## src/rtl/alu_arbiter.sv

```systemverilog
// alu_arbiter: round-robin front end that shares one combinational 4-bit ALU
// between two requesters. One operation in flight: accept, hold the ALU inputs
// for SETTLE cycles, capture the ALU outputs, then hand the result back.
module alu_arbiter #(
  parameter int SETTLE = 1,  // cycles the ALU inputs are held before sampling (1..15)
  parameter int CNT_W  = 8   // width of the completed-operation counter
) (
  input  logic             clk,
  input  logic             rst_n,
  input  logic             req0_valid,
  output logic             req0_ready,
  input  logic [3:0]       req0_a,
  input  logic [3:0]       req0_b,
  input  logic [2:0]       req0_op,
  input  logic             req1_valid,
  output logic             req1_ready,
  input  logic [3:0]       req1_a,
  input  logic [3:0]       req1_b,
  input  logic [2:0]       req1_op,
  output logic [3:0]       alu_a,
  output logic [3:0]       alu_b,
  output logic [2:0]       alu_ctrl,
  input  logic [3:0]       alu_res,
  input  logic             alu_car,
  input  logic             alu_of,
  output logic             rsp_valid,
  input  logic             rsp_ready,
  output logic             rsp_id,
  output logic [3:0]       rsp_res,
  output logic             rsp_car,
  output logic             rsp_of,
  output logic             busy,
  output logic [CNT_W-1:0] op_cnt
);

  typedef enum logic [1:0] {IDLE, EXEC, RESP} state_t;

  state_t      state_reg, state_next;
  logic        rr_reg;          // favoured requester
  logic [3:0]  a_reg, b_reg;
  logic [2:0]  op_reg;
  logic        id_reg;
  logic [3:0]  settle_cnt_reg;
  logic [3:0]  rsp_res_reg;
  logic        rsp_car_reg, rsp_of_reg, rsp_id_reg;
  logic [CNT_W-1:0] op_cnt_reg;

  logic        any_valid;
  logic        grant_id;
  logic        accept;
  logic        settle_done;
  logic        handshake;

  // Pick the favoured requester if it is asking, otherwise the other one.
  always_comb begin
    any_valid = req0_valid | req1_valid;
    if (rr_reg) grant_id = req1_valid ? 1'b1 : 1'b0;
    else        grant_id = req0_valid ? 1'b0 : 1'b1;
  end

  // Next-state and handshake decode; readies only ever asserted in IDLE.
  always_comb begin
    state_next  = state_reg;
    req0_ready  = 1'b0;
    req1_ready  = 1'b0;
    accept      = 1'b0;
    settle_done = 1'b0;
    handshake   = 1'b0;
    case (state_reg)
      IDLE: begin
        if (any_valid) begin
          accept     = 1'b1;
          req0_ready = ~grant_id;
          req1_ready = grant_id;
          state_next = EXEC;
        end
      end
      EXEC: begin
        if (settle_cnt_reg == 4'(SETTLE - 1)) begin
          settle_done = 1'b1;
          state_next  = RESP;
        end
      end
      RESP: begin
        if (rsp_ready) begin
          handshake  = 1'b1;
          state_next = IDLE;
        end
      end
      default: state_next = IDLE;
    endcase
  end

  // State register.
  always_ff @(posedge clk or negedge rst_n) begin
    if (!rst_n) state_reg <= IDLE;
    else        state_reg <= state_next;
  end

  // Operation latch and settle counter; the latch is written only on accept
  // so the ALU inputs stay constant for the whole of EXEC and RESP.
  always_ff @(posedge clk or negedge rst_n) begin
    if (!rst_n) begin
      a_reg          <= '0;
      b_reg          <= '0;
      op_reg         <= '0;
      id_reg         <= 1'b0;
      settle_cnt_reg <= '0;
    end else if (accept) begin
      a_reg          <= grant_id ? req1_a  : req0_a;
      b_reg          <= grant_id ? req1_b  : req0_b;
      op_reg         <= grant_id ? req1_op : req0_op;
      id_reg         <= grant_id;
      settle_cnt_reg <= '0;
    end else if (state_reg == EXEC && !settle_done) begin
      settle_cnt_reg <= settle_cnt_reg + 4'd1;
    end
  end

  // Result capture at the end of the settle window; held until the next capture.
  always_ff @(posedge clk or negedge rst_n) begin
    if (!rst_n) begin
      rsp_res_reg <= '0;
      rsp_car_reg <= 1'b0;
      rsp_of_reg  <= 1'b0;
      rsp_id_reg  <= 1'b0;
    end else if (settle_done) begin
      rsp_res_reg <= alu_res;
      rsp_car_reg <= alu_car;
      rsp_of_reg  <= alu_of;
      rsp_id_reg  <= id_reg;
    end
  end

  // Completion counter and round-robin pointer advance on the response handshake.
  always_ff @(posedge clk or negedge rst_n) begin
    if (!rst_n) begin
      op_cnt_reg <= '0;
      rr_reg     <= 1'b0;
    end else if (handshake) begin
      op_cnt_reg <= op_cnt_reg + 1'b1;
      rr_reg     <= ~rsp_id_reg;
    end
  end

  assign alu_a     = (state_reg == IDLE) ? 4'd0 : a_reg;
  assign alu_b     = (state_reg == IDLE) ? 4'd0 : b_reg;
  assign alu_ctrl  = (state_reg == IDLE) ? 3'd0 : op_reg;
  assign rsp_valid = (state_reg == RESP);
  assign busy      = (state_reg != IDLE);
  assign rsp_id    = rsp_id_reg;
  assign rsp_res   = rsp_res_reg;
  assign rsp_car   = rsp_car_reg;
  assign rsp_of    = rsp_of_reg;
  assign op_cnt    = op_cnt_reg;

endmodule
```

## config.mk

```make
export PLATFORM = sky130hd
export DESIGN_NAME = alu_arbiter
export DESIGN_NICKNAME = d
export VERILOG_FILES = /design/src/rtl/alu_arbiter.sv
export SDC_FILE = /design/constraint.sdc
export NUM_CORES = 1
export LEC_CHECK = 0
export ABC_AREA = 1
export ABC_CLOCK_PERIOD_IN_PS = 1900
export CAP_MARGIN = 20
export CELL_PAD_IN_SITES_DETAIL_PLACEMENT = 0
export CELL_PAD_IN_SITES_GLOBAL_PLACEMENT = 1
export CORE_AREA = 2 2 64 90
export DETAILED_ROUTE_END_ITERATION = 10
export DIE_AREA = 0 0 66 92
export GPL_ROUTABILITY_DRIVEN = 0
export PLACE_DENSITY = 0.93
export SLEW_MARGIN = 20
export SYNTH_ARGS = -nofsm -noshare
export SYNTH_HDL_FRONTEND = slang
export SYNTH_SLANG_ARGS = --single-unit
```

## constraint.sdc

```tcl
create_clock -name clk -period 1.9 [get_ports clk]
set_input_delay 0.38 -clock clk [delete_from_list [all_inputs] [get_ports clk]]
set_output_delay 0.38 -clock clk [all_outputs]
set_load 0.02 [all_outputs]
```

# After elaboration in Yosys (flattened, before gate mapping)
# Index checks and enable logic that the tools add are counted.
# classes
addsub	2
eq_ne	5
mux	25
bitwise_logic	3
reduce_logical	7
# ops
cell	n
$mux W4	6
$mux W1	13
$add A8 B1 Y8 const B	1
$mux W2	3
$mux W3	2
$pmux W2 S3	1
$add A4 B1 Y4 const B	1
$logic_not A4 Y1	1
$ne A2 B2 Y1 const B	2
$reduce_bool A2 Y1	2
$reduce_and A3 Y1	1
$eq A2 B1 Y1 const B	1
$eq A2 B2 Y1 const B	1
$logic_not A2 Y1	1
$ne A2 B1 Y1 const B	1
$not A1 Y1	2
$logic_and A1 B1 Y1	1
$logic_not A1 Y1	1
$or A1 B1 Y1	1
# totals
register_bits	34
in_bits	33
output_inout_bits	30
wordCells	54

# Depth between registers and ports, before layout
# depth
ltp_word	7
ltp_mapped	7

# Worst setup path after synthesis
# OpenSTA, ideal clock, no wires.
# synth_timing
path_kind	flip-flop to output port
from	register state_reg[0]
to	output port alu_a[0]
t_arrival_ns	1.038
setup_slack_ns	0.482
path_stages_with_launch	4
cell_sequence	dfrtp_1 -> nor2_4 -> buf_1 -> nor2_1
# synth_between
elab_chain_cells	2
# synth_rtl
element	line	rtl
start: declaration	38	state_t state_reg, state_next;
start signal: assignment	97	else state_reg <= state_next;
$logic_not A2 Y1	146	assign alu_a = (state_reg == IDLE) ? 4'd0 : a_reg;
$mux W4	146	
end: declaration	20	output logic [3:0] alu_a,
# No other way between the ends.

# Final worst setup path
# layout_timing
from	register state_reg[1]
to	output port alu_ctrl[0]
# layout_between
elab_chain_cells	2
# layout_rtl
element	line	rtl
$logic_not A2 Y1	148	assign alu_ctrl = (state_reg == IDLE) ? 3'd0 : op_reg;
$mux W3	148	
end: declaration	22	output logic [2:0] alu_ctrl,
# No other way between the ends.

==> flow_summary.ini <==
[power]
fin_total_pwr_uw = 3660
vdd_drop_max_mv = 0.760
p_leak_uw = 0.00128
p_per_area_nw_per_um2 = 1460

[yosys]
synthTopCellsByArea = dfrtp_1, nand2_1, inv_1
syn_avg_cell_area_um2 = 8.06
synth_cells = 214
synth_area_leader_cell = dfrtp_1
seq_area_frac_synth = 0.493
syn_nets = 250
yosysWarnings = 0
syn_area_um2 = 1730
ys_types = 23
synth_top_area_share = 0.493
synth-seq-cells = 34

[layout]
final_cell_mix = nand2_1, clkdlybuf4s50_1, inv_1, dfrtp_1
finalCoreUtilization = 0.466
area_growth_pct = 45.0
antennaDiodeCount = 0
layout_commonest_cell = nand2_1
instances_no_fill = 353
drive_gt1_frac = 0.112
fin_nets = 320
largest_reg_flops = 8
num-fill-cells = 551

[routing]
routed_wl_um = 3940
vias = 1605
ant_nets = 0
drt_iter0_markers = 64
drc = 0
dr.pass1.iters = 4
viasPerCell = 4.55
routedWlPerCell_um = 11.2

[clocking]
clock-sinks = 34
clock_latency_ns = 0.29
ctsHoldBuffers = 0
numCtsBuffers = 5
htree_levels = 2
postCtsSetupBuffers = 0
clockBufferDepth = 2
cts_root_buffer = clkbuf_8
cts_tree = yes
clk_pin_slew_ns = 0.07

[critical_path]
r2r_start = settle_cnt_reg[0]
worstPathArrival_ns = 1.44
endpoint_kind = primary output
crit_type = flip-flop to primary output
path_max_fanout = 11
critPathLaunch = state_reg[1]
required_ns = 1.52
start_kind = flip-flop

[status]
status = complete, no violations

[floorplan]
die_area_um2 = 6070
die_h_um = 92
rows = 32
start_util = 0.322
boundaryPins = 63
core_um2 = 5370
dieWidth_um = 66

[timing]
hold_viol = 0
rsz0062_at_grt = false
clock.fmax_mhz = 551
fin_crit_ns = 1.82
final_max_slew_viol_count = 0
fin_crit_sh = 0.955
tightest_slew_ns = 0.462
slew_headroom = 0.692
fin_worst_skew_ns = 0.00534
setup_viol = 0

[global_routing]
grt_pass1_wl_um = 6820
antenna_found_initial = 0
grt_max_degree = 35
grt_use_total = 0.144
grt_pass1_vias = 1532
grt_overflow = 0

[placed_design]
dp_cells = 345
dpl.hpwl_um = 2900
io_buffers = 62

[job]
drv_cap = 0

[worst_hold_path]
hold_path.class = input pin to async pin
area by class of cell:
cell class	count	area (um2)	area share
multi-input combinational	139	698	0.279
sequential	34	851	0.340
clock inverter	1	5.00	0.00200
clock buffer	7	86.3	0.0345
tap	68	85.1	0.0340
timing repair buffer	68	641	0.256
inverter	36	135	0.0540
power breakdown:
group	switching [uW]	total (uW)	internal, uW	leakage, uW
clock network	262	554	292	0.0000482
logic	1090	1880	784	0.000798
registers	210	1230	1020	0.000431
stage by stage:
step | TNS, ns | setup WS [ns] | hold WS [ns] | instance area, um2
detailed placement | -0.666 | -0.371 | 0.445 | 2430
floorplan | 0 | 0.482 | 0.0844 | 1730
global route | 0 | 0.0176 | 0.149 | 2500
finish | 0 | 0.0846 | 0.130 | 2500
global placement | -0.642 | -0.350 | 0.443 | 2430
CTS | 0 | 0.00163 | 0.134 | 2500
cells by family after synthesis:
family,Yosys count,synth area share
DFF,34,0.493
AOI/OAI and AO/OA,18,0.0754
xor gates and xnor gates,4,0.0203
buffers and inverters,41,0.102
adders and majority gates,3,0.0218
and+or+nand+nor,114,0.287
metal layers:
| layer | wire length, um | vias to the layer above | GRT usage | part of all wire |
|---|---|---|---|---|
| met1 | 1640 | 763 | 0.176 | 0.42 |
| met3 | 213 | 9 | 0.0454 | 0.054 |
| met4 | 85 | 0 | 0.0510 | 0.022 |
| met5 | 0 | - | 0 | 0 |
| li1 | - | 793 | - | - |
| met2 | 2010 | 40 | 0.237 | 0.51 |
final timing paths:
check                              end  cells past startpoint  slack (ns)
max in group asynchronous    op_reg[1]                      2        1.45
min                          op_cnt[5]                      2        0.13
min in group clk            rsp_res[1]                      2        0.48
min reg2reg                 rsp_res[1]                      2        0.48
max reg2reg                    rsp_car                      5        0.48
max                        alu_ctrl[0]                      4        0.08
cell usage after synthesis:
master    number
o21ai_1        2
nor2_1        17
buf_4          2
nor2_4         2
o21ai_2        7
a21oi_1        4
o21ai_0        3
dfrtp_1       34
nor2_2         3
xor2_1         4
buf_6          2
o31ai_1        1
nand3_1       17
nand3b_1       1
buf_1          1
nand4_1        2
nor4_1         1
o21ai_4        1
inv_1         35
ha_1           3
inv_2          1
nand3_2        2
nand2_1       69
what timing repair did:
action | in CTS | in global routing
setup endpoints to repair | 14 | 13
pin swaps | 0 | 0
gates resized for setup | 19 | 4
worst max-delay path, stage by stage, from the launching register on:
cell,delay (ns)
dfrtp_1,0.43
nor2_4,0.17
buf_6,0.17
nor2_1,0.06
dlygate4sd2_1,0.32
Power figures use the tool's default switching activity.
